[src/rtl/vga_pkg.sv]
// -----------------------------------------------------------------------------
// vga_pkg
// Shared definitions for the VGA timing / test-pattern generator:
//   - mode_e      : pattern selector encoding (bars, solid, checker, gradient)
//   - DEF_*       : 640x480@60 timing defaults used as parameter defaults
//   - chan_on_t   : per-channel on/off bits produced by the colour table
//   - colour_decode() : 3-bit table colour -> channel on/off bits
//   - cnt_width()     : counter width able to hold the total and the bits the
//                       pattern logic slices out of the counters
// -----------------------------------------------------------------------------
package vga_pkg;

    typedef enum logic [1:0] {
        MODE_BARS  = 2'd0,
        MODE_SOLID = 2'd1,
        MODE_CHECK = 2'd2,
        MODE_GRAD  = 2'd3
    } mode_e;

    localparam int unsigned DEF_H_ACTIVE = 640;
    localparam int unsigned DEF_H_FP     = 16;
    localparam int unsigned DEF_H_SYNC   = 96;
    localparam int unsigned DEF_H_BP     = 48;
    localparam int unsigned DEF_V_ACTIVE = 480;
    localparam int unsigned DEF_V_FP     = 10;
    localparam int unsigned DEF_V_SYNC   = 2;
    localparam int unsigned DEF_V_BP     = 33;

    typedef struct packed {
        logic r;
        logic g;
        logic b;
    } chan_on_t;

    // Table colour c: red follows ~c[1], green ~c[2], blue ~c[0], which gives
    // white, yellow, cyan, green, magenta, red, blue, black for c = 0..7.
    function automatic chan_on_t colour_decode(input logic [2:0] c);
        chan_on_t o;
        o.r = ~c[1];
        o.g = ~c[2];
        o.b = ~c[0];
        return o;
    endfunction

    // The counters must hold 0..total (sync-end compare may equal the total),
    // and must be wide enough for the gradient (CW bits) and checker
    // (bit chk) slices.
    function automatic int cnt_width(input int total, input int cw, input int chk);
        int w;
        w = $clog2(total + 1);
        if (w < cw) w = cw;
        if (w < chk + 1) w = chk + 1;
        return w;
    endfunction

endpackage

[src/rtl/vga_pattern_gen_if.sv]
// -----------------------------------------------------------------------------
// vga_pattern_gen_if
// Bundles the pattern generator's user/pin-side signals.
//   key_en      : single-cycle request to step to the next pattern
//   red/green/blue : CW-bit colour channels
//   hysy/vysy   : horizontal / vertical sync
//   de          : data enable (visible area)
//   mode        : currently displayed pattern
//   frame_start : one-cycle pulse with the first visible pixel of a frame
// Modports: master = the generator, slave = the consumer/driver of key_en.
// -----------------------------------------------------------------------------
interface vga_pattern_gen_if #(
    parameter int unsigned CW = 4
);
    logic          key_en;
    logic [CW-1:0] red;
    logic [CW-1:0] green;
    logic [CW-1:0] blue;
    logic          hysy;
    logic          vysy;
    logic          de;
    logic [1:0]    mode;
    logic          frame_start;

    modport master (
        input  key_en,
        output red, green, blue, hysy, vysy, de, mode, frame_start
    );

    modport slave (
        output key_en,
        input  red, green, blue, hysy, vysy, de, mode, frame_start
    );
endinterface

[src/rtl/vga_timing_gen.sv]
// -----------------------------------------------------------------------------
// vga_timing_gen
// Free-running horizontal/vertical counters with sync and visible-area decode.
// Line order is active, front porch, sync, back porch (same for frames).
// Ports:
//   s_clk, s_rst   : pixel clock, synchronous active-high reset
//   h_cnt, v_cnt   : current counter position (unregistered view of state)
//   hysy_int/vysy_int : combinational sync levels for the current position
//   de_int         : current position is inside the visible area
//   line_wrap      : h_cnt is on the last clock of a line
//   frame_wrap     : last clock of the last line of a frame
// -----------------------------------------------------------------------------
module vga_timing_gen
    import vga_pkg::*;
#(
    parameter int unsigned H_ACTIVE = DEF_H_ACTIVE,
    parameter int unsigned H_FP     = DEF_H_FP,
    parameter int unsigned H_SYNC   = DEF_H_SYNC,
    parameter int unsigned H_BP     = DEF_H_BP,
    parameter int unsigned V_ACTIVE = DEF_V_ACTIVE,
    parameter int unsigned V_FP     = DEF_V_FP,
    parameter int unsigned V_SYNC   = DEF_V_SYNC,
    parameter int unsigned V_BP     = DEF_V_BP,
    parameter bit          SYNC_POL = 1'b0,
    parameter int unsigned HW       = 11,
    parameter int unsigned VW       = 11
) (
    input  logic          s_clk,
    input  logic          s_rst,
    output logic [HW-1:0] h_cnt,
    output logic [VW-1:0] v_cnt,
    output logic          hysy_int,
    output logic          vysy_int,
    output logic          de_int,
    output logic          line_wrap,
    output logic          frame_wrap
);

    localparam int unsigned H_TOTAL = H_ACTIVE + H_FP + H_SYNC + H_BP;
    localparam int unsigned V_TOTAL = V_ACTIVE + V_FP + V_SYNC + V_BP;

    localparam logic [HW-1:0] H_LAST       = HW'(H_TOTAL - 1);
    localparam logic [HW-1:0] H_VIS_END    = HW'(H_ACTIVE);
    localparam logic [HW-1:0] H_SYNC_START = HW'(H_ACTIVE + H_FP);
    localparam logic [HW-1:0] H_SYNC_END   = HW'(H_ACTIVE + H_FP + H_SYNC);

    localparam logic [VW-1:0] V_LAST       = VW'(V_TOTAL - 1);
    localparam logic [VW-1:0] V_VIS_END    = VW'(V_ACTIVE);
    localparam logic [VW-1:0] V_SYNC_START = VW'(V_ACTIVE + V_FP);
    localparam logic [VW-1:0] V_SYNC_END   = VW'(V_ACTIVE + V_FP + V_SYNC);

    logic [HW-1:0] h_cnt_q, h_cnt_d;
    logic [VW-1:0] v_cnt_q, v_cnt_d;

    assign line_wrap  = (h_cnt_q == H_LAST);
    assign frame_wrap = line_wrap && (v_cnt_q == V_LAST);

    // v_cnt only moves on the last clock of a line, so vysy changes together
    // with the h_cnt wrap.
    always_comb begin
        h_cnt_d = h_cnt_q + 1'b1;
        v_cnt_d = v_cnt_q;
        if (line_wrap) begin
            h_cnt_d = '0;
            v_cnt_d = (v_cnt_q == V_LAST) ? '0 : v_cnt_q + 1'b1;
        end
    end

    always_ff @(posedge s_clk) begin
        if (s_rst) begin
            h_cnt_q <= '0;
            v_cnt_q <= '0;
        end else begin
            h_cnt_q <= h_cnt_d;
            v_cnt_q <= v_cnt_d;
        end
    end

    assign h_cnt    = h_cnt_q;
    assign v_cnt    = v_cnt_q;
    assign hysy_int = ((h_cnt_q >= H_SYNC_START) && (h_cnt_q < H_SYNC_END)) ? SYNC_POL : ~SYNC_POL;
    assign vysy_int = ((v_cnt_q >= V_SYNC_START) && (v_cnt_q < V_SYNC_END)) ? SYNC_POL : ~SYNC_POL;
    assign de_int   = (h_cnt_q < H_VIS_END) && (v_cnt_q < V_VIS_END);

endmodule

[src/rtl/vga_pattern_gen.sv]
// -----------------------------------------------------------------------------
// vga_pattern_gen
// VGA timing and test-pattern generator. Four patterns (colour bars, solid
// colour cycling per frame, checkerboard, gradient) are stepped by key_en;
// a request is held pending and applied only at the frame wrap, so the
// pattern never changes mid-frame. All pin outputs are registered one clock
// after the counter state that produced them.
// Ports:
//   s_clk, s_rst : pixel clock, synchronous active-high reset
//   vif          : vga_pattern_gen_if.master (key_en in; RGB, syncs, de,
//                  mode, frame_start out)
// Build option: define VGA_BORDER_EN to force the outermost visible pixels
// (first/last column and row) to white in every pattern.
// -----------------------------------------------------------------------------
module vga_pattern_gen
    import vga_pkg::*;
#(
    parameter int unsigned CW       = 4,
    parameter int unsigned H_ACTIVE = DEF_H_ACTIVE,
    parameter int unsigned H_FP     = DEF_H_FP,
    parameter int unsigned H_SYNC   = DEF_H_SYNC,
    parameter int unsigned H_BP     = DEF_H_BP,
    parameter int unsigned V_ACTIVE = DEF_V_ACTIVE,
    parameter int unsigned V_FP     = DEF_V_FP,
    parameter int unsigned V_SYNC   = DEF_V_SYNC,
    parameter int unsigned V_BP     = DEF_V_BP,
    parameter bit          SYNC_POL = 1'b0,
    parameter int unsigned CHK_LOG2 = 5
) (
    input  logic               s_clk,
    input  logic               s_rst,
    vga_pattern_gen_if.master  vif
);

    localparam int unsigned H_TOTAL = H_ACTIVE + H_FP + H_SYNC + H_BP;
    localparam int unsigned V_TOTAL = V_ACTIVE + V_FP + V_SYNC + V_BP;
    localparam int unsigned HW      = cnt_width(H_TOTAL, CW, CHK_LOG2);
    localparam int unsigned VW      = cnt_width(V_TOTAL, CW, CHK_LOG2);

    // Bar width in pixels; the bar position is tracked with a small counter
    // rather than dividing h_cnt.
    localparam int unsigned BAR_W = H_ACTIVE / 8;
    localparam int unsigned BPW   = (BAR_W > 1) ? $clog2(BAR_W) : 1;

    localparam logic [BPW-1:0] BAR_LAST  = BPW'(BAR_W - 1);
    localparam logic [HW-1:0]  H_VIS_END = HW'(H_ACTIVE);

`ifdef VGA_BORDER_EN
    localparam logic [HW-1:0]  H_EDGE_R  = HW'(H_ACTIVE - 1);
    localparam logic [VW-1:0]  V_EDGE_B  = VW'(V_ACTIVE - 1);
`endif

    logic [HW-1:0] h_cnt;
    logic [VW-1:0] v_cnt;
    logic          hysy_int;
    logic          vysy_int;
    logic          de_int;
    logic          line_wrap;
    logic          frame_wrap;

    vga_timing_gen #(
        .H_ACTIVE (H_ACTIVE),
        .H_FP     (H_FP),
        .H_SYNC   (H_SYNC),
        .H_BP     (H_BP),
        .V_ACTIVE (V_ACTIVE),
        .V_FP     (V_FP),
        .V_SYNC   (V_SYNC),
        .V_BP     (V_BP),
        .SYNC_POL (SYNC_POL),
        .HW       (HW),
        .VW       (VW)
    ) u_timing (
        .s_clk      (s_clk),
        .s_rst      (s_rst),
        .h_cnt      (h_cnt),
        .v_cnt      (v_cnt),
        .hysy_int   (hysy_int),
        .vysy_int   (vysy_int),
        .de_int     (de_int),
        .line_wrap  (line_wrap),
        .frame_wrap (frame_wrap)
    );

    mode_e          mode_q, mode_d;
    logic           pending_q, pending_d;
    logic [2:0]     frame_cnt_q, frame_cnt_d;
    logic [BPW-1:0] bar_px_q, bar_px_d;
    logic [2:0]     bar_idx_q, bar_idx_d;

    logic [CW-1:0]  red_q, red_d;
    logic [CW-1:0]  green_q, green_d;
    logic [CW-1:0]  blue_q, blue_d;
    logic           hysy_q, hysy_d;
    logic           vysy_q, vysy_d;
    logic           de_q, de_d;
    logic           frame_start_q, frame_start_d;

    logic [2:0]     pat_c;
    chan_on_t       chan;
    logic [CW-1:0]  red_pat;
    logic [CW-1:0]  green_pat;
    logic [CW-1:0]  blue_pat;

    // A request arriving on the wrap cycle itself is kept as the new pending
    // bit, so it drives the advance at the following wrap.
    always_comb begin
        mode_d      = mode_q;
        pending_d   = pending_q | vif.key_en;
        frame_cnt_d = frame_cnt_q;
        if (frame_wrap) begin
            frame_cnt_d = frame_cnt_q + 3'd1;
            if (pending_q) begin
                mode_d    = mode_e'(mode_q + 2'd1);
                pending_d = vif.key_en;
            end
        end
    end

    // bar_idx_q equals h_cnt / BAR_W for every visible pixel of the line.
    always_comb begin
        bar_px_d  = bar_px_q;
        bar_idx_d = bar_idx_q;
        if (line_wrap) begin
            bar_px_d  = '0;
            bar_idx_d = '0;
        end else if (h_cnt < H_VIS_END) begin
            if (bar_px_q == BAR_LAST) begin
                bar_px_d  = '0;
                bar_idx_d = bar_idx_q + 3'd1;
            end else begin
                bar_px_d  = bar_px_q + 1'b1;
            end
        end
    end

    // Pattern mux for the current counter position.
    always_comb begin
        case (mode_q)
            MODE_BARS:  pat_c = bar_idx_q;
            MODE_SOLID: pat_c = frame_cnt_q;
            MODE_CHECK: pat_c = (h_cnt[CHK_LOG2] ^ v_cnt[CHK_LOG2]) ? 3'd0 : 3'd7;
            default:    pat_c = 3'd0;
        endcase
        chan      = colour_decode(pat_c);
        red_pat   = {CW{chan.r}};
        green_pat = {CW{chan.g}};
        blue_pat  = {CW{chan.b}};
        if (mode_q == MODE_GRAD) begin
            red_pat   = h_cnt[CW-1:0];
            green_pat = v_cnt[CW-1:0];
            blue_pat  = '0;
        end
`ifdef VGA_BORDER_EN
        if ((h_cnt == '0) || (h_cnt == H_EDGE_R) || (v_cnt == '0) || (v_cnt == V_EDGE_B)) begin
            red_pat   = '1;
            green_pat = '1;
            blue_pat  = '1;
        end
`endif
    end

    // Output stage inputs; colour is blanked outside the visible area.
    always_comb begin
        red_d         = de_int ? red_pat   : '0;
        green_d       = de_int ? green_pat : '0;
        blue_d        = de_int ? blue_pat  : '0;
        hysy_d        = hysy_int;
        vysy_d        = vysy_int;
        de_d          = de_int;
        frame_start_d = de_int && (h_cnt == '0) && (v_cnt == '0);
    end

    always_ff @(posedge s_clk) begin
        if (s_rst) begin
            mode_q        <= MODE_BARS;
            pending_q     <= 1'b0;
            frame_cnt_q   <= '0;
            bar_px_q      <= '0;
            bar_idx_q     <= '0;
            red_q         <= '0;
            green_q       <= '0;
            blue_q        <= '0;
            hysy_q        <= ~SYNC_POL;
            vysy_q        <= ~SYNC_POL;
            de_q          <= 1'b0;
            frame_start_q <= 1'b0;
        end else begin
            mode_q        <= mode_d;
            pending_q     <= pending_d;
            frame_cnt_q   <= frame_cnt_d;
            bar_px_q      <= bar_px_d;
            bar_idx_q     <= bar_idx_d;
            red_q         <= red_d;
            green_q       <= green_d;
            blue_q        <= blue_d;
            hysy_q        <= hysy_d;
            vysy_q        <= vysy_d;
            de_q          <= de_d;
            frame_start_q <= frame_start_d;
        end
    end

    assign vif.red         = red_q;
    assign vif.green       = green_q;
    assign vif.blue        = blue_q;
    assign vif.hysy        = hysy_q;
    assign vif.vysy        = vysy_q;
    assign vif.de          = de_q;
    assign vif.mode        = mode_q;
    assign vif.frame_start = frame_start_q;

endmodule

[src/flat_wrapper.sv]
// flat-port wrapper written by rule: the top's interface ports become plain ports
module vga_pattern_gen_flat import vga_pkg::*;
#(
    parameter int unsigned CW       = 4,
    parameter int unsigned H_ACTIVE = DEF_H_ACTIVE,
    parameter int unsigned H_FP     = DEF_H_FP,
    parameter int unsigned H_SYNC   = DEF_H_SYNC,
    parameter int unsigned H_BP     = DEF_H_BP,
    parameter int unsigned V_ACTIVE = DEF_V_ACTIVE,
    parameter int unsigned V_FP     = DEF_V_FP,
    parameter int unsigned V_SYNC   = DEF_V_SYNC,
    parameter int unsigned V_BP     = DEF_V_BP,
    parameter bit          SYNC_POL = 1'b0,
    parameter int unsigned CHK_LOG2 = 5
)
  (s_clk, s_rst, vif_key_en, vif_red, vif_green, vif_blue, vif_hysy, vif_vysy, vif_de, vif_mode, vif_frame_start);
  vga_pattern_gen_if #(.CW(CW)) vif_i ();
  input  logic s_clk;
  input  logic s_rst;
  input wire logic [$bits(vif_i.key_en)-1:0] vif_key_en;
  output wire logic [$bits(vif_i.red)-1:0] vif_red;
  output wire logic [$bits(vif_i.green)-1:0] vif_green;
  output wire logic [$bits(vif_i.blue)-1:0] vif_blue;
  output wire logic [$bits(vif_i.hysy)-1:0] vif_hysy;
  output wire logic [$bits(vif_i.vysy)-1:0] vif_vysy;
  output wire logic [$bits(vif_i.de)-1:0] vif_de;
  output wire logic [$bits(vif_i.mode)-1:0] vif_mode;
  output wire logic [$bits(vif_i.frame_start)-1:0] vif_frame_start;
  assign vif_i.key_en = vif_key_en;
  assign vif_red = vif_i.red;
  assign vif_green = vif_i.green;
  assign vif_blue = vif_i.blue;
  assign vif_hysy = vif_i.hysy;
  assign vif_vysy = vif_i.vysy;
  assign vif_de = vif_i.de;
  assign vif_mode = vif_i.mode;
  assign vif_frame_start = vif_i.frame_start;
  vga_pattern_gen #(.CW(CW), .H_ACTIVE(H_ACTIVE), .H_FP(H_FP), .H_SYNC(H_SYNC), .H_BP(H_BP), .V_ACTIVE(V_ACTIVE), .V_FP(V_FP), .V_SYNC(V_SYNC), .V_BP(V_BP), .SYNC_POL(SYNC_POL), .CHK_LOG2(CHK_LOG2)) u_core (.s_clk(s_clk), .s_rst(s_rst), .vif(vif_i));
endmodule
[config.mk]
export PLATFORM = sky130hd
export DESIGN_NAME = vga_pattern_gen_flat
export DESIGN_NICKNAME = d
export VERILOG_FILES = /design/src/rtl/vga_pkg.sv /design/src/rtl/vga_pattern_gen_if.sv /design/src/rtl/vga_timing_gen.sv /design/src/rtl/vga_pattern_gen.sv /design/src/flat_wrapper.sv
export SDC_FILE = /design/constraint.sdc
export NUM_CORES = 1
export LEC_CHECK = 0
export BUFFER_PORTS_ARGS = -buffer_cell sky130_fd_sc_hd__buf_2
export CAP_MARGIN = 20
export CORE_MARGIN = 1.5
export CORE_UTILIZATION = 40
export DETAILED_ROUTE_END_ITERATION = 10
export SLEW_MARGIN = 15
export SYNTH_ARGS = -nofsm -noshare
export SYNTH_HDL_FRONTEND = slang
export SYNTH_HIERARCHICAL = 1
export SYNTH_SLANG_ARGS = --single-unit
[constraint.sdc]
create_clock -name s_clk -period 1.6 [get_ports s_clk]
set_input_delay 0.16 -clock s_clk [delete_from_list [all_inputs] [get_ports s_clk]]
set_output_delay 0.16 -clock s_clk [all_outputs]
set_load 0.02 [all_outputs]
# [Yosys cells after proc, flatten, opt, wreduce, memory -nomap -nowiden]
# Cells that the tools add are included.
[op_classes] n_addsub=6 order_cmp=6 n_eq_ne=6 mux=10 n_bitwise=6 n_reduce_logical=14
[op_table] operator="adder 10 x 1 -> 10 bit (second input constant)" n=2
[op_table] operator="== test 10 bit (second input constant)" n=2
[op_table] operator="zero test 10 bit" n=2
[op_table] operator="less-than comparator 10 bit (second input constant)" n=2
[op_table] operator="less-than comparator 10 x 9 -> 1 bit (second input constant)" n=2
[op_table] operator="greater-or-equal comparator 10 bit (second input constant)" n=1
[op_table] operator="greater-or-equal comparator 10 x 9 -> 1 bit (second input constant)" n=1
[op_table] operator="2-to-1 mux 10 bit" n=1
[op_table] operator="one-hot mux 3 bit (3 select lines)" n=1
[op_table] operator="2-to-1 mux 4 bit" n=2
[op_table] operator="adder 7 x 1 -> 7 bit (second input constant)" n=1
[op_table] operator="== test 7 bit (second input constant)" n=1
[op_table] operator="2-to-1 mux 7 bit" n=1
[op_table] operator="adder 3 x 1 -> 3 bit (second input constant)" n=2
[op_table] operator="logical AND 1 bit" n=6
[op_table] operator="== test 2 bit (second input constant)" n=2
[op_table] operator="2-to-1 mux 1 bit" n=4
[op_table] operator="inverter 1 bit" n=4
[op_table] operator="AND reduction 2 bit" n=2
[op_table] operator="OR reduction 2 bit" n=2
[op_table] operator="2-to-1 mux 3 bit" n=1
[op_table] operator="OR reduction 3 bit" n=1
[op_table] operator="adder 2 x 1 -> 2 bit (second input constant)" n=1
[op_table] operator="== test 2 x 1 -> 1 bit (second input constant)" n=1
[op_table] operator="other kinds (3)" n=3
[totals] regBits=49 word_cells=62

# [Logic depth before layout (Yosys ltp)]
[logic_depth] word_depth=5 ltp_mapped=9 ltp_nobuf=8

# [Modules after synthesis]
# Netlist, hierarchy kept.
[modules_own_cells] module="vga_pattern_gen" instances=1 cells_per_inst=132 area_each_um2=1300.0
[modules_own_cells] module="vga_timing_gen" instances=1 cells_per_inst=121 area_each_um2=1033.5

# [Worst setup path after synthesis]
# Ideal clock, no wire load.
[synth_timing] path_kind="reg2reg" startpoint="register u_core.u_timing.h_cnt_q[0] (netlist: u_core/u_timing/h_cnt[0])" endpoint="register u_core.u_timing.v_cnt_q[7] (netlist: u_core/u_timing/v_cnt[7])" setup_time_ps=72 arrival_time_ps=1729 path_slack_ps=-201 path_stages_with_launch=6 path_buffers=0 period_less_slack_ps=1801 cell_sequence="dfxtp_1 > ha_1 > nand3_1 > or4_4 > or3_1 > a21oi_1"
[synth_via] elab_chain_len=1
[synth_lines] item="start, declared" line_no="vga_timing_gen.sv:52" text="logic [HW-1:0] h_cnt_q, h_cnt_d;"
[synth_lines] item="start signal, assigned" line_no="vga_timing_gen.sv:74" text="h_cnt_q <= h_cnt_d;"
[synth_lines] item="== test 10 bit" line_no="vga_timing_gen.sv:55" text="assign line_wrap = (h_cnt_q == H_LAST);"
[synth_lines] item="end signal, assigned" line_no="vga_timing_gen.sv:75" text="v_cnt_q <= v_cnt_d;"
[synth_lines] item="end, declared" line_no="vga_timing_gen.sv:53" text="logic [VW-1:0] v_cnt_q, v_cnt_d;"
# Every way passes these cells.
# A chain may end at the register's enable or synchronous reset.

# [Final worst setup path]
[layout_timing] startpoint="register u_core.u_timing.h_cnt_q[1] (netlist: u_core/u_timing/h_cnt[1])" endpoint="register u_core.u_timing.v_cnt_q[9] (netlist: u_core/u_timing/v_cnt[9])"
# The elaborated chain is that of the path after synthesis.

==> summary.md <==
| Metric | Value |
|---|---|
| Status | `finished, violations left` |
| Failing checks | `setup timing` |
| Cts bufs inserted | `5` |
| Crit Path Max Fanout | `4` |
| Die W | `79.38 um` |
| Worst Path Required | `1.84 ns` |
| Site row count | `27` |
| Worst-Skew Late Latency | `0.30 ns` |
| Number of synthesized flops with an enable pin | `0` |
| Setup ws final | `-0.03106 ns` |
| Final core utilization | `56.75%` |
| Cts hold-fix bufs | `0` |
| Global placement routability congestion | `0.8054` |
| Max IR drop VDD | `0.3782 mV` |
| Chip height | `79.38 um` |
| Antenna violations before repair | `0` |
| Proportion of layout cells with a drive suffix above 1 | `38.56%` |
| Port Buf Inserts | `20` |
| CTS tree | `done` |
| Syn Area/Cell | `9.223 sq um` |
| TritonRoute pass-1 iters | `4` |
| Netlist cell types | `46` |
| DR vias/cell | `5.279` |
| Post-synthesis register bit count | `49` |
| Worst-path clk slew | `0.09 ns` |
| Final Setup Violations | `5` |
| Die ar. | `0.006301 sq mm` |
| Placeable core area | `0.005574 sq mm` |
| CTS max path bufs | `2` |
| Power per cell area | `743.8 mW/mm^2` |
| Dominant cell type by area after synthesis | `dfxtp_1` |
| Mapped Area | `0.002333 sq mm` |
| Worst Tran Pin Value | `0.4204 ns` |
| Final Hold Fails | `0` |
| Skew final | `0.007635 ns` |
| Period utilization | `101.9%` |
| Total power | `2.353 mW` |
| Ys flop type | `dfxtp_1` |
| Final nets | `333` |
| RSZ-0062 raised after global routing | `true` |
| Final min period | `1.631 ns` |
| Starting Density | `41.86%` |
| Post-synth ARST share | `0%` |
| Largest net degree at the start of global routing | `20` |
| Main area contributors after synthesis | `dfxtp_1 42%, ha_1 6.4%, nor2_1 3.9%` |
| Startpoint Class | `flop` |
| Via count | `2,064` |
| All-Layer GR Usage | `18.81%` |
| Vias in the first global route | `2,005` |
| Sequential-to-total area share from yosys stat | `42.04%` |
| Gate Count Post-Synth | `253` |
| CP Data Arrival Time | `1.87 ns` |
| Post-Syn Nets | `268` |
| Pins Over Slew Limit | `0` |
| WL per Instance | `14.59 um` |
| Post-place setup slack | `-0.08155 ns` |
| Drt drc | `0` |
| Final std cells w/o fill | `391` |
| WL final | `5.706 mm` |
| Gr ovfl total | `0` |
| Yosys warns | `6` |
| Final antenna-violating net count | `0` |
| Worst Reg-to-Reg Cells | `5` |
| Cell count after placement | `379` |
| First-pass GRT wire length | `9.259 mm` |
| IO Count | `21` |
| Number of fill cells | `508` |
| Peak Freq | `613.1 MHz` |
| MaxCap Viol Count | `0` |
| ANT cells | `0` |
| Crit path kind | `reg2reg` |
| DP HPWL | `3.891 mm` |
| Root Driver | `clkbuf_8` |
| Setup crit end kind | `flop` |
| Fin Setup TNS | `-0.06220 ns` |
| 1st-iter DRT viols | `103` |
| Area Growth Syn to Fin | `35.55%` |
| Total leakage power | `1.308 nW` |
| Post-synth top area share | `42.04%` |
| Worst hold path type | `in2reg` |
| Hold depth | `3` |
| Slew HR | `71.98%` |
| Clock sink count | `49` |
| # H-tree levels | `2` |
where the power goes:
group | internal, mW | switching, mW
combinational | 0.0758 | 0.0955
clock | 0.510 | 0.406
sequential | 1.25 | 0.0189
critical path: stages, from the launching register on:
cell	delay (ns)
dfxtp_2	0.36
ha_4	0.15
nand3_4	0.08
or4_4	0.51
or3_4	0.35
a21oi_2	0.12
registers in the layout, summed over array words and instances (netlist names), 2 cells and up:
signal / count
u_core/bar_px_q: 7
u_core/u_timing/v_cnt: 10
u_core/vif.red: 4
u_core/u_timing/h_cnt: 10
u_core/bar_idx_q: 3
u_core/frame_cnt_q: 3
u_core/vif.mode: 2
u_core/vif.green: 4
path summary, 6_finish.rpt:
path	from	endpoint	slack (ns)
worst max-delay path	u_core/u_timing/h_cnt[1]	u_core/u_timing/v_cnt[9]	-0.03
worst min-delay path	vif_key_en	u_core/pending_q	0.07
worst max register to register	u_core/u_timing/h_cnt[1]	u_core/u_timing/v_cnt[9]	-0.03
worst min register to register	u_core/bar_idx_q[1]	u_core/bar_idx_q[1]	0.49
final cells by class:
| type | instances | area, sq um | area share (%) |
|---|---|---|---|
| repair buffers | 67 | 471.7 | 14.91 |
| inverters | 12 | 45.04 | 1.424 |
| multi-input cells | 183 | 1441 | 45.57 |
| clock inverters | 1 | 30.03 | 0.9494 |
| well taps | 72 | 90.09 | 2.848 |
| flip-flops and latches | 49 | 998.5 | 31.57 |
| clock buffers | 7 | 86.33 | 2.729 |
cell families after synthesis:
logic type               after synthesis  synth area share, %
AO/OA/AOI/OAI                         42                12.17
XOR/XNOR                              17                6.381
adder cells (fa/ha/maj)               12                6.434
buffers and inverters                 22                4.450
flip-flops                            49                42.04
multiplexers                           5                2.145
AND/OR/NAND/NOR                      106                26.38
stage by stage:
stage / instance area (sq um) / hold slack (ns)
after floorplan: 2380 / 0.2291
after global placement: 2830 / 0.3676
after detailed placement: 2830 / 0.3746
after CTS: 3015 / 0.06236
after global routing: 3163 / 0.1101
final: 3163 / 0.06501
Yosys cell counts, types with 2 or more instances:
cell type,count
dfxtp_1,49
nor2_1,24
nand2_1,15
a21oi_1,12
ha_1,12
inv_1,12
o21ai_0,11
nand3_1,10
nand4_1,9
xnor2_1,9
a21o_1,8
xor2_1,8
nor4_1,7
or3_1,7
mux2i_1,5
nor3_1,5
clkbuf_1,4
nand2b_1,4
a22o_1,3
buf_4,3
nor2b_1,3
or2_2,3
a2111oi_2,2
and3_1,2
and3b_1,2
and4_1,2
nor3b_1,2
or4_1,2
routing by layer:
layer	wire length (um)	GRT usage, %
met5	0	0
met4	114	6.491
met3	232	3.429
met2	2701	31.11
met1	2658	24.59
cells in the final DEF (no fill, tap or decap), types with 6 or more instances in the layout:
cell	count
buf_4	42
dfxtp_1	39
nor2_1	22
buf_2	20
nand2_1	13
a21oi_1	10
ha_1	10
inv_1	9
o21ai_0	9
nand4_1	9
a21o_1	8
nand3_1	8
xor2_1	8
dfxtp_2	8
xnor2_1	7
clkbuf_8	6
or3_1	6
what timing repair did:
item                                    CTS  global route
resized for setup                        15            35
gates cloned                              0             1
pin swaps                                 8            16
endpoints found under the setup margin   24            29
buffers inserted                          0             3
(Power assumes the default switching activity.)
